File: src/rtl/bcd_display_scan.sv
// Time-multiplexed 7-segment driver for a chain of BCD counter digits.
// Digits are snapshotted at each frame boundary, so the display never tears while the counters carry.
module bcd_display_scan #(
    parameter int NUM_DIGITS     = 4,
    parameter int SCAN_DIV       = 1000,
    parameter bit SEG_ACTIVE_LOW = 1'b1
) (
    input  logic                    clk,
    input  logic                    rst_n,
    input  logic                    en,
    input  logic [4*NUM_DIGITS-1:0] digits_in,
    input  logic [NUM_DIGITS-1:0]   dp_in,
    input  logic                    blank_lz,
    output logic [6:0]              seg,
    output logic                    dp,
    output logic [NUM_DIGITS-1:0]   an
);

    localparam int IDX_W = (NUM_DIGITS > 1) ? $clog2(NUM_DIGITS) : 1;
    localparam int CNT_W = (SCAN_DIV > 1) ? $clog2(SCAN_DIV) : 1;
    localparam logic [CNT_W-1:0] CNT_LAST = CNT_W'(SCAN_DIV - 1);
    localparam logic [IDX_W-1:0] IDX_LAST = IDX_W'(NUM_DIGITS - 1);
    localparam logic [6:0]       SEG_OFF  = SEG_ACTIVE_LOW ? 7'h7F : 7'h00;
    localparam logic             DP_OFF   = SEG_ACTIVE_LOW;

    logic [CNT_W-1:0]        cnt;
    logic [IDX_W-1:0]        idx;
    logic [4*NUM_DIGITS-1:0] sh_digits;
    logic [NUM_DIGITS-1:0]   sh_dp;
    logic                    sh_blank;
    // Set after any index change or while disabled; forces one dark cycle before an asserts.
    logic                    ghost;

    logic                    tick;
    logic                    wrap;
    logic [3:0]              cur_digit;
    logic                    cur_dp;
    logic                    cur_blank;
    logic [NUM_DIGITS-1:0]   lz_mask;
    logic [NUM_DIGITS-1:0]   an_sel;
    logic [6:0]              seg_logic;

    assign tick = en && (cnt == CNT_LAST);
    assign wrap = tick && (idx == IDX_LAST);

    function automatic logic [6:0] bcd_to_seg(input logic [3:0] d);
        logic [6:0] s;
        case (d)
            4'd0:    s = 7'h3F;
            4'd1:    s = 7'h06;
            4'd2:    s = 7'h5B;
            4'd3:    s = 7'h4F;
            4'd4:    s = 7'h66;
            4'd5:    s = 7'h6D;
            4'd6:    s = 7'h7D;
            4'd7:    s = 7'h07;
            4'd8:    s = 7'h7F;
            4'd9:    s = 7'h6F;
            default: s = 7'h40;
        endcase
        return s;
    endfunction

    // Leading-zero mask: scan from the MSD down while every digit seen so far is zero.
    always_comb begin
        logic all_zero;
        all_zero = 1'b1;
        lz_mask  = '0;
        for (int i = NUM_DIGITS - 1; i >= 0; i--) begin
            all_zero = all_zero && (sh_digits[i*4 +: 4] == 4'd0);
            lz_mask[i] = all_zero && (i != 0);
        end
    end

    always_comb begin
        cur_digit = 4'd0;
        cur_dp    = 1'b0;
        cur_blank = 1'b0;
        an_sel    = '1;
        for (int i = 0; i < NUM_DIGITS; i++) begin
            if (idx == IDX_W'(i)) begin
                cur_digit = sh_digits[i*4 +: 4];
                cur_dp    = sh_dp[i];
                cur_blank = sh_blank && lz_mask[i];
                an_sel[i] = 1'b0;
            end
        end
        seg_logic = cur_blank ? 7'h00 : bcd_to_seg(cur_digit);
    end

    always_ff @(posedge clk or negedge rst_n) begin
        if (!rst_n) begin
            cnt <= '0;
            idx <= '0;
        end else if (en) begin
            cnt <= tick ? '0 : cnt + 1'b1;
            if (tick) begin
                idx <= wrap ? '0 : idx + 1'b1;
            end
        end
    end

    always_ff @(posedge clk or negedge rst_n) begin
        if (!rst_n) begin
            sh_digits <= '0;
            sh_dp     <= '0;
            sh_blank  <= 1'b0;
        end else if (wrap) begin
            sh_digits <= digits_in;
            sh_dp     <= dp_in;
            sh_blank  <= blank_lz;
        end
    end

    always_ff @(posedge clk or negedge rst_n) begin
        if (!rst_n) begin
            ghost <= 1'b1;
        end else begin
            ghost <= tick || !en;
        end
    end

    // Output stage uses the pre-edge index, so new index values show one clock after the tick.
    always_ff @(posedge clk or negedge rst_n) begin
        if (!rst_n) begin
            seg <= SEG_OFF;
            dp  <= DP_OFF;
            an  <= '1;
        end else if (!en) begin
            seg <= SEG_OFF;
            dp  <= DP_OFF;
            an  <= '1;
        end else begin
            seg <= seg_logic ^ {7{SEG_ACTIVE_LOW}};
            dp  <= cur_dp ^ SEG_ACTIVE_LOW;
            an  <= ghost ? '1 : an_sel;
        end
    end

endmodule

File: config.mk
export PLATFORM = sky130hd
export DESIGN_NAME = bcd_display_scan
export DESIGN_NICKNAME = d
export VERILOG_FILES = /design/src/rtl/bcd_display_scan.sv
export SDC_FILE = /design/constraint.sdc
export NUM_CORES = 1
export LEC_CHECK = 0
export CAP_MARGIN = 15
export CORE_UTILIZATION = 48
export DETAILED_ROUTE_END_ITERATION = 8
export HOLD_SLACK_MARGIN = 0.06
export PLACE_DENSITY = 0.81
export SYNTH_ARGS = -nofsm -noshare
export SYNTH_HDL_FRONTEND = slang
export SYNTH_SLANG_ARGS = --single-unit
File: constraint.sdc
create_clock -name clk -period 1.9 [get_ports clk]
set_input_delay 0.57 -clock clk [delete_from_list [all_inputs] [get_ports clk]]
set_output_delay 0.57 -clock clk [all_outputs]
set_load 0.01 [all_outputs]
==> impl_metrics.py <==
metrics = {
    "status": {
        "status": "finished with violations",
        "violations": "setup timing",
    },
    "floorplan": {
        "fp-row-count": 25,
        "ios": 36,
        "dieWidth_um": 71.86,
        "core-area_um2": 4723,
        "die-area_um2": 5163,
        "initial_utilization_pct": 49.59,
        "dieHeight_um": 71.86,
    },
    "route": {
        "via_per_inst": 5.305,
        "wl_per_cell_um": 15.94,
        "vias": 1756,
        "dr.pass1.iters": 4,
        "antenna_left": 0,
        "drc": 0,
        "drt-initial-drc-count": 127,
        "postRouteWirelength_mm": 5.276,
    },
    "finish": {
        "syn2layout_area_growth_pct": 39.96,
        "finalNetCount": 297,
        "antenna_cells": 0,
        "final_util_pct": 69.40,
        "final_cells": 331,
        "drive_gt1_share_pct": 44.70,
        "final_area_um2": 3278,
    },
    "clock_tree": {
        "holdBufCountCts": 0,
        "cts-root-buf": "clkbuf_8",
        "cts_tree": "done",
        "cts_buffer_depth": 2,
        "clk_latency_ps": 300,
        "clk_pin_slew_ps": 80,
        "clock_sinks": 46,
        "htreeDepth": 2,
        "cts_buffers": 5,
    },
    "global_routing": {
        "grt_pass1_wl_mm": 8.286,
        "grt_pass1_vias": 1714,
        "grt_max_degree": 24,
        "antenna_found_initial": 0,
        "grt-ovfl-total": 0,
        "gr-usage-met2_pct": 34.38,
        "grtUsageMet3_pct": 5.485,
        "track_usage_pct": 21.52,
        "grt_busiest_layer": "met2",
        "grtUsageMet1_pct": 27.10,
    },
    "synth": {
        "ys_ff_latch": 46,
        "syn_area_um2": 2342,
        "synth-edff-count": 0,
        "syn_inst": 190,
        "async_reset_ff_share_pct": 100.0,
        "yosysUniqueCellTypes": 48,
        "synth_largest_area_cell": "dfrtp_1",
        "syn_avg_cell_area_um2": 12.33,
        "synthTopCellsByArea": "dfrtp_1 35%, dfstp_2 15%, mux2_4 13%, ha_1 5.3%, nand2_1 2.4%",
        "synth_nets": 224,
        "yosysTopAreaCellShare_pct": 35.26,
        "ys_seq_area_share_pct": 49.84,
        "yosys_warnings": 0,
        "ys.flop_type": "dfrtp_1",
    },
    "sta": {
        "rsz0062_at_grt": "true",
        "whs_ps": 213.1,
        "report.final.slew_viol_count": 0,
        "fmax_mhz": 505.7,
        "tightestPinTransition_ps": 470.4,
        "fin_worst_skew_ps": 4.985,
        "layout_setup_ws_ps": -77.50,
        "finalCritPeriodShare_pct": 104.1,
        "setup_viol": 7,
        "setup-tns-final_ps": -359.3,
        "relSlewSlack_pct": 68.64,
        "hold_viol_final": 0,
        "finalCriticalPeriod_ps": 1977,
    },
    "critical_path": {
        "path_buf_inv": 1,
        "startpoint_type": "register",
        "crit_type": "register to register",
        "path_delay_family": "compound AO/OA/AOI/OAI gates",
        "r2r_cells": 7,
        "endpoint_kind": "register",
        "endpoint": "seg[0]$_DFF_PN1_",
        "cp-startpoint": "idx[1]$_DFFE_PN0P_",
        "slowest_stage": "dfrtp_2",
        "worstPathMaxFanout": 3,
        "regToRegEndpoint": "seg[0]$_DFF_PN1_",
        "rr_startpoint": "idx[1]$_DFFE_PN0P_",
        "required_ps": 2120,
        "cp_slowest_stage_delay_ps": 480,
        "reg2reg_slack_ps": -80,
        "cp_cell_sequence": "ha_4 -> or2_4 -> buf_6 -> a221o_1 -> o211ai_1 -> nand2_1 -> a32oi_1",
        "worst-path-stages": 7,
        "cp.arrival_ps": 2200,
    },
    "placed_design": {
        "globalplace.congestion": 0.7852,
        "port_buffers": 35,
        "place_ws_ps": -214.0,
        "post_dp_cell_area_um2": 2933,
        "dp_hpwl_mm": 3.334,
        "dp_cells": 313,
    },
    "worst_hold_path": {
        "hold_path.class": "primary input to async pin",
    },
    "power": {
        "power.total_mw": 1.940,
        "cellPowerDensity_nw_per_um2": 591.9,
        "vdd.ir_drop.worst_uv": 391.7,
        "p_leak_nw": 1.495,
    },
    "flow_run": {
        "cap_violations": 0,
    },
}
layout by cell type, fill, tap and decap left out, types with 5 or more instances in the layout:
master	Yosys	layout
buf_4	0	32
clkbuf_8	0	6
clkdlybuf4s50_1	0	22
dfrtp_1	33	31
dfstp_2	13	13
dlygate4sd2_1	0	12
ha_4	0	5
inv_1	11	7
mux2_4	20	20
nand2_1	15	15
nor2_1	13	8
xnor2_1	5	5
report_power, final:
group | internal (mW) | total [mW] | switching, mW
Combinational | 0.109 | 0.192 | 0.0827
Sequential | 1.04 | 1.13 | 0.0867
Clock | 0.294 | 0.618 | 0.324
layer usage:
metal  wire length, um  vias to the layer above
met4               142                        0
met1              2366                      866
met5                 0                        -
met3               223                       13
met2              2543                       56
li1                  -                      821
cell type report:
cell class	count	area, um2
Fill cell	308	1445
Multi-Input combinational cell	127	1259
Sequential cell	46	1170
Timing Repair Buffer	71	624.3
Clock buffer	7	86.33
Tap cell	67	83.83
Inverter	12	50.05
Clock inverter	1	5.005
kinds of logic (layout without fill, tap and decap cells):
| kind of cell | count (synthesis) | count (layout) | share of synthesized area, % |
|---|---|---|---|
| compound gates | 33 | 34 | 10.20 |
| xor+xnor | 6 | 6 | 2.244 |
| fa+ha+maj | 10 | 10 | 5.342 |
| buf+inv | 18 | 91 | 4.219 |
| flops | 46 | 46 | 49.84 |
| mux | 22 | 22 | 13.73 |
| simple gates | 55 | 55 | 14.42 |
flip-flops by register name (all words and copies together), names as in the netlist:
| register | flops |
|---|---|
| sh_dp | 4 |
| sh_digits | 16 |
| an | 4 |
| dp | 1 |
| seg | 7 |
| cnt | 10 |
| sh_blank | 1 |
| idx | 2 |
| ghost | 1 |
how the worst min path moves through the flow:
stage	from	endpoint	slack, ps	depth (start not counted)
2_1_floorplan	rst_n	cnt[0]$_DFFE_PN0P_	270	0
3_3_place_gp	cnt[9]$_DFFE_PN0P_	cnt[9]$_DFFE_PN0P_	460	1
3_5_place_dp	sh_dp[3]$_DFFE_PN0P_	sh_dp[3]$_DFFE_PN0P_	500	1
4_1_cts	rst_n	cnt[2]$_DFFE_PN0P_	220	1
5_1_grt	rst_n	cnt[4]$_DFFE_PN0P_	260	1
6_report	rst_n	sh_blank$_DFFE_PN0P_	210	1
synth_stat cells, drive strengths merged (5+ instances only):
master,count
nor2,13
dfrtp,33
ha,10
xnor2,5
mux2,21
nand2,15
o21ai,7
buf,5
dfstp,13
inv,12
repair_timing:
item                       CTS  global route
setup endpoints to repair   19             7
pin swaps                   16            14
cloned                       1             0
setup buffers                5             4
gates resized for setup     41            17
Power figures use the tool's default switching activity.
